## config.mk

```make
export PLATFORM = sky130hd
export DESIGN_NAME = load_store_unit
export DESIGN_NICKNAME = d
export VERILOG_FILES = /design/src/rtl/load_store_unit.sv
export SDC_FILE = /design/constraint.sdc
export NUM_CORES = 1
export LEC_CHECK = 0
export CORE_MARGIN = 8
export CORE_UTILIZATION = 48
export CTS_CLUSTER_DIAMETER = 120
export DETAILED_ROUTE_END_ITERATION = 7
export PLACE_DENSITY = 0.86
export REMOVE_ABC_BUFFERS = 1
export SETUP_SLACK_MARGIN = 0.02
export SYNTH_ARGS = -nofsm -noshare
export SYNTH_HDL_FRONTEND = slang
export SYNTH_SLANG_ARGS = --single-unit
```

## constraint.sdc

```tcl
create_clock -name clock -period 2.97 [get_ports clock]
set_input_delay 0.4455 -clock clock [delete_from_list [all_inputs] [get_ports clock]]
set_output_delay 0.4455 -clock clock [all_outputs]
set_load 0.005 [all_outputs]
```

## src/rtl/load_store_unit.sv

```systemverilog
// load_store_unit
//   Single-outstanding data-memory access unit between execute and
//   writeback. Accepts one load/store at a time, checks alignment/funct3,
//   issues a word-addressed bus request with byte enables, waits for
//   grant/read data and emits a one-cycle writeback pulse.
//
// Ports
//   clock, reset         single clock, synchronous active-high reset
//   in_valid/in_ready    op handshake from execute (ready only in IDLE)
//   in_is_store, in_funct3, in_addr, in_wdata, in_rd   op fields
//   dmem_req/we/addr/be/wdata   bus request, driven only in REQ
//   dmem_gnt, dmem_rvalid, dmem_rdata   bus response
//   wb_valid/rd/data/exc  completion pulse, driven only in DONE
//   exc: 00 ok, 01 misaligned, 10 illegal funct3, 11 bus timeout
module load_store_unit #(
   parameter int TIMEOUT = 16
) (
   input  logic        clock,
   input  logic        reset,
   input  logic        in_valid,
   output logic        in_ready,
   input  logic        in_is_store,
   input  logic [2:0]  in_funct3,
   input  logic [31:0] in_addr,
   input  logic [31:0] in_wdata,
   input  logic [4:0]  in_rd,
   output logic        dmem_req,
   output logic        dmem_we,
   output logic [31:0] dmem_addr,
   output logic [3:0]  dmem_be,
   output logic [31:0] dmem_wdata,
   input  logic        dmem_gnt,
   input  logic        dmem_rvalid,
   input  logic [31:0] dmem_rdata,
   output logic        wb_valid,
   output logic [4:0]  wb_rd,
   output logic [31:0] wb_data,
   output logic [1:0]  wb_exc
);

   localparam int CW = $clog2(TIMEOUT + 1);

   typedef enum logic [1:0] {IDLE, REQ, WAIT, DONE} state_t;

   typedef struct packed {
      logic        is_store;
      logic [2:0]  funct3;
      logic [31:0] addr;
      logic [31:0] wdata;
      logic [4:0]  rd;
   } op_t;

   state_t          state, state_nxt;
   op_t             op;
   logic [CW-1:0]   cnt;
   logic [31:0]     rdata_q;
   logic [1:0]      exc_q;

   logic            illegal, misal;
   logic            cmpl, tmo, last;
   logic [3:0]      be;
   logic [31:0]     wrep;
   logic [15:0]     s;
   logic [31:0]     ext;

   // Capture-time checks on the incoming op. 11x already covers
   // funct3[2] with [1] set, so funct3[2] alone flags BU/HU stores.
   assign illegal = (in_funct3 == 3'b011) || (in_funct3 == 3'b110) ||
                    (in_funct3 == 3'b111) || (in_is_store && in_funct3[2]);
   assign misal   = ((in_funct3[1:0] == 2'b01) && in_addr[0]) ||
                    ((in_funct3 == 3'b010) && (in_addr[1:0] != 2'b00));

   // Request shaping from the captured op (stable for all of REQ).
   always_comb begin
      be   = 4'b1111;
      wrep = op.wdata;
      case (op.funct3[1:0])
         2'b00: begin
            be   = 4'b0001 << op.addr[1:0];
            wrep = {4{op.wdata[7:0]}};
         end
         2'b01: begin
            be   = 4'b0011 << op.addr[1:0];
            wrep = {2{op.wdata[15:0]}};
         end
         default: ;
      endcase
   end

   // Load data alignment and extension; only the low halfword of the
   // shifted word is ever needed.
   assign s = 16'(dmem_rdata >> {op.addr[1:0], 3'b000});
   always_comb begin
      case (op.funct3)
         3'b000:  ext = {{24{s[7]}}, s[7:0]};
         3'b100:  ext = {24'd0, s[7:0]};
         3'b001:  ext = {{16{s[15]}}, s};
         3'b101:  ext = {16'd0, s};
         default: ext = dmem_rdata;
      endcase
   end

   // cmpl: transaction finishes normally this cycle. tmo: the last
   // allowed REQ/WAIT cycle passes without completion.
   assign last = (cnt == CW'(TIMEOUT - 1));
   assign cmpl = ((state == REQ) && dmem_gnt && (op.is_store || dmem_rvalid)) ||
                 ((state == WAIT) && dmem_rvalid);
   assign tmo  = ((state == REQ) || (state == WAIT)) && !cmpl && last;

   always_ff @(posedge clock) begin
      if (reset) begin
         state   <= IDLE;
         op      <= '0;
         cnt     <= '0;
         rdata_q <= '0;
         exc_q   <= 2'b00;
      end else begin
         state <= state_nxt;
         case (state)
            IDLE: if (in_valid) begin
               op.is_store <= in_is_store;
               op.funct3   <= in_funct3;
               op.addr     <= in_addr;
               op.wdata    <= in_wdata;
               op.rd       <= in_is_store ? 5'd0 : in_rd;
               cnt         <= '0;
               rdata_q     <= '0;
               exc_q       <= illegal ? 2'b10 : (misal ? 2'b01 : 2'b00);
            end
            REQ, WAIT: begin
               cnt <= cnt + 1'b1;
               if (cmpl && !op.is_store) rdata_q <= ext;
               if (tmo) exc_q <= 2'b11;
            end
            default: ;
         endcase
      end
   end

   always_comb begin
      state_nxt  = state;
      in_ready   = 1'b0;
      dmem_req   = 1'b0;
      dmem_we    = 1'b0;
      dmem_addr  = 32'd0;
      dmem_be    = 4'd0;
      dmem_wdata = 32'd0;
      wb_valid   = 1'b0;
      wb_rd      = 5'd0;
      wb_data    = 32'd0;
      wb_exc     = 2'b00;
      case (state)
         IDLE: begin
            in_ready = 1'b1;
            if (in_valid) state_nxt = (illegal || misal) ? DONE : REQ;
         end
         REQ: begin
            dmem_req   = 1'b1;
            dmem_we    = op.is_store;
            dmem_addr  = {op.addr[31:2], 2'b00};
            dmem_be    = be;
            dmem_wdata = op.is_store ? wrep : 32'd0;
            if (cmpl || tmo)   state_nxt = DONE;
            else if (dmem_gnt) state_nxt = WAIT;
         end
         WAIT: if (cmpl || tmo) state_nxt = DONE;
         DONE: begin
            wb_valid  = 1'b1;
            wb_rd     = op.rd;
            wb_data   = rdata_q;
            wb_exc    = exc_q;
            state_nxt = IDLE;
         end
         default: state_nxt = IDLE;
      endcase
   end

endmodule

```

==> metrics.txt <==
# TYPE chip_impl_metric gauge
chip_impl_metric{name="critical_path_depth",unit=""} 7
chip_impl_metric{name="routed-via-count",unit=""} 6308
chip_impl_metric{name="first_global_vias",unit=""} 6029
chip_impl_metric{name="crit_required",unit="ps"} 2520
chip_impl_info{name="yosys_most_used_dff",value="dfxtp_1"} 1
chip_impl_info{name="most_common_cell_after_layout_fill_and_taps_aside",value="clkdlybuf4s50_1"} 1
chip_impl_info{name="tritoncts",value="yes"} 1
chip_impl_info{name="critical_path_class",value="flip-flop to output port"} 1
chip_impl_metric{name="p_leak",unit="nW"} 3.20
chip_impl_metric{name="setup_viol",unit=""} 0
chip_impl_metric{name="yosys_register_bits",unit=""} 114
chip_impl_metric{name="top_level_ports",unit=""} 221
chip_impl_info{name="cp_top_family",value="buffers and inverters"} 1
chip_impl_info{name="worst_path_most_repeated_cell",value="buf_4"} 1
chip_impl_metric{name="post_dp_cell_area",unit="um2"} 8190
chip_impl_metric{name="globalplace.congestion",unit=""} 0.872
chip_impl_metric{name="cts.reportedPaths.clkPinSlew",unit="ps"} 50
chip_impl_metric{name="areaGrowthSynthToFinish",unit="%"} 49.4
chip_impl_metric{name="post-cts-setup-buffer-count",unit=""} 0
chip_impl_metric{name="post_synth_inst_count",unit=""} 778
chip_impl_metric{name="synth_area_per_cell",unit="um2"} 7.63
chip_impl_metric{name="power.clock.fraction",unit=""} 0.352
chip_impl_metric{name="cts_inserted_buffers",unit=""} 17
chip_impl_info{name="end_kind",value="output port"} 1
chip_impl_info{name="root_buffer",value="clkbuf_16"} 1
chip_impl_metric{name="worstHoldPathCells",unit=""} 2
chip_impl_info{name="grt_setup_unrepaired",value="false"} 1
chip_impl_metric{name="synth_enable_flop_cells",unit=""} 0
chip_impl_metric{name="power.density_cell_area",unit="nW/um2"} 735
chip_impl_metric{name="antennaDiodeCount",unit=""} 0
chip_impl_metric{name="vdd_drop_max",unit="uV"} 671
chip_impl_metric{name="grt_pass1_wl",unit="um"} 32000
chip_impl_metric{name="period_share",unit=""} 0.941
chip_impl_metric{name="drt_drc_violations_left",unit=""} 0
chip_impl_metric{name="synth_top_area_share",unit=""} 0.384
chip_impl_metric{name="critical_path.max_stage_delay",unit="ps"} 570
chip_impl_metric{name="cts_num_sinks",unit=""} 114
chip_impl_metric{name="placement.io_buffers",unit=""} 218
chip_impl_metric{name="wire_per_inst",unit="um"} 18.0
chip_impl_metric{name="total_die_area",unit="um2"} 16200
chip_impl_metric{name="mappedNetlistArea",unit="um2"} 5940
chip_impl_info{name="status",value="complete, no violations"} 1
chip_impl_metric{name="antenna_violations_before_repair",unit=""} 0
chip_impl_metric{name="final_util",unit=""} 0.735
chip_impl_metric{name="period_minus_slack",unit="ps"} 2790
chip_impl_metric{name="finalInstanceArea",unit="um2"} 8870
chip_impl_metric{name="avgViaCountPerCell",unit=""} 5.49
chip_impl_metric{name="multi_input_area",unit="um2"} 3350
chip_impl_metric{name="global_route.usage.total",unit=""} 0.248
chip_impl_metric{name="switching_share_of_total_power",unit=""} 0.344
chip_impl_metric{name="n_fill_cell",unit=""} 938
chip_impl_metric{name="die_h",unit="um"} 127
chip_impl_metric{name="die_w",unit="um"} 127
chip_impl_metric{name="part_of_the_total_power_dissipated_in_sequential_elements",unit=""} 0.306
chip_impl_metric{name="htreeDepth",unit=""} 4
chip_impl_metric{name="tns",unit="ps"} 0
chip_impl_info{name="layout.cells.most_common_list",value="217 x clkdlybuf4s50_1, 175 x nand2_1, 117 x a21oi_1"} 1
chip_impl_metric{name="floorplan.initialDensity",unit=""} 0.492
chip_impl_metric{name="maxSlewHeadroom",unit=""} 0.502
chip_impl_info{name="synthDominantAreaCellType",value="dfxtp_1"} 1
chip_impl_metric{name="drt_first_iter_violations",unit=""} 505
chip_impl_metric{name="drive_gt1_frac",unit=""} 0.0796
chip_impl_info{name="timing.critical_path.slowest_stage_cell",value="clkdlybuf4s50_1"} 1
chip_impl_metric{name="report.final.hold_viol_count",unit=""} 0
chip_impl_metric{name="core.rowCount",unit=""} 40
chip_impl_metric{name="seq_area_frac_synth",unit=""} 0.384
chip_impl_metric{name="slew_violations",unit=""} 0
chip_impl_info{name="synth_area_leaders",value="dfxtp_1 38%, nand2_1 11%, a21oi_1 9.9%"} 1
chip_impl_metric{name="pwr-share-comb",unit=""} 0.342
chip_impl_metric{name="clock_tree.buffer_depth",unit=""} 2
chip_impl_metric{name="total_of_max_cap_violations",unit=""} 0
chip_impl_metric{name="critPathArrivalTime",unit="ps"} 2350
chip_impl_metric{name="largest_fanout_on_the_critical_path",unit=""} 25
chip_impl_metric{name="drt_pass1_iterations",unit=""} 5
chip_impl_info{name="worstSetupStartpointType",value="flip-flop"} 1
chip_impl_metric{name="ant_nets",unit=""} 0
chip_impl_metric{name="clock_skew",unit="ps"} 6.81
chip_impl_metric{name="cp_num_buf_inv",unit=""} 4
chip_impl_metric{name="clk_latency",unit="ps"} 410
chip_impl_metric{name="register_area",unit="um2"} 2280
chip_impl_metric{name="grt_overflow",unit=""} 0
chip_impl_metric{name="worst_r2r_path_depth",unit=""} 7
chip_impl_metric{name="maxClockFrequency",unit="MHz"} 358
chip_impl_info{name="crit_path_cell_chain",value="inv_1 > ha_2 > buf_4 > nand2_1 > buf_4 > nor2_1 > clkdlybuf4s50_1"} 1
chip_impl_metric{name="post-dp-hpwl",unit="um"} 14600
chip_impl_metric{name="netlist_cell_types",unit=""} 54
chip_impl_metric{name="finalNetCount",unit=""} 1083
chip_impl_metric{name="tightest_slew",unit="ps"} 747
chip_impl_metric{name="totalWireLength",unit="um"} 20600
chip_impl_metric{name="number_of_gates_given_a_new_drive_strength_after_cts",unit=""} 0
chip_impl_info{name="timing.hold.worst.class",value="flip-flop to flip-flop"} 1
chip_impl_metric{name="grt_max_degree",unit=""} 75
chip_impl_metric{name="synthesis.yosys.warnings",unit=""} 0
chip_impl_metric{name="holdBufCountCts",unit=""} 0
chip_impl_metric{name="int_pwr",unit="mW"} 4.27
chip_impl_metric{name="net-switching-power",unit="mW"} 2.24
chip_impl_metric{name="synth-async-reset-ratio",unit=""} 0
chip_impl_metric{name="coreArea",unit="um2"} 12100
## cells by family after synthesis
family,count (synthesis),share of synthesized area
buf+inv,74,0.0531
xor+xnor,1,0.00148
other cells,1,0.000632
flops,114,0.384
mux,28,0.0474
compound gates,222,0.236
fa+ha+maj,6,0.0126
simple gates,332,0.264
## final timing paths
path                                from        endpoint  slack, ps
worst max register to register  state[0]     rdata_q[18]        590
worst min register to register     op[3]           op[3]        450
worst max-delay path            state[1]  dmem_wdata[29]        180
worst min-delay path               op[3]           op[3]        450
## worst register-to-register path, cell delays in order (launching register included)
cell and delay [ps]:
dfxtp_1 380, inv_1 100, ha_1 460, o21ai_1 610, a21o_1 150, buf_4 300, a22oi_1 160, a21oi_2 160
## power groups by stage
stage / Sequential, mW / Combinational [mW] / Clock [mW]
3_5_place_dp: 2.02 / 2.20 / 0
4_1_cts: 1.99 / 2.23 / 2.32
2_1_floorplan: 1.99 / 1.30 / 0
3_3_place_gp: 2.01 / 2.16 / 0
5_1_grt: 2.03 / 2.43 / 2.39
6_report: 1.99 / 2.23 / 2.29
## final cells by class
class | instances | share of cell area
multi-input cells | 591 | 0.378
flip-flops and latches | 114 | 0.257
inverters | 7 | 0.00296
repair buffers | 236 | 0.262
clock inverters | 8 | 0.0193
well taps | 168 | 0.0237
clock buffers | 24 | 0.0566
## sequential cells by signal (all words and copies together) (netlist names)
signal	cells
op	73
exc_q	2
rdata_q	32
cnt	5
state	2
## metrics by stage
step / total power [mW] / hold slack (ps) / instances / setup WS [ps]
6_report: 6.52 / 448 / 1148 / 177
4_1_cts: 6.54 / 450 / 1148 / 99.9
3_3_place_gp: 4.17 / 434 / 1116 / 474
2_1_floorplan: 3.30 / 421 / 712 / 305
5_1_grt: 6.85 / 461 / 1148 / 38.8
3_5_place_dp: 4.22 / 442 / 1116 / 451
## cell usage after synthesis (2+ instances only)
cell / n
a21oi_2: 10
a21o_1: 5
buf_6: 2
dfxtp_1: 114
nand3_1: 2
o21a_1: 3
a21oi_1: 117
buf_2: 9
o22ai_1: 3
o21ai_1: 2
nor3_1: 4
nand2b_1: 9
nand3b_1: 7
ha_1: 6
and3_1: 12
nor2_1: 40
buf_4: 3
clkbuf_1: 44
buf_1: 9
a22oi_2: 7
and2_1: 70
o211ai_1: 13
o22a_1: 8
mux2i_1: 27
a22oi_1: 11
a221o_1: 2
a32o_1: 6
nor2b_1: 3
inv_1: 7
o21ai_0: 24
nand2_1: 176
## layer usage
layer / wire [um] / global-route usage / part of all wire
met1: 8310 / 0.279 / 0.40
met2: 9540 / 0.400 / 0.46
met3: 2350 / 0.119 / 0.11
met4: 415 / 0.0896 / 0.020
met5: 0 / 0 / 0
No activity file was read; power rests on OpenSTA's default activity.
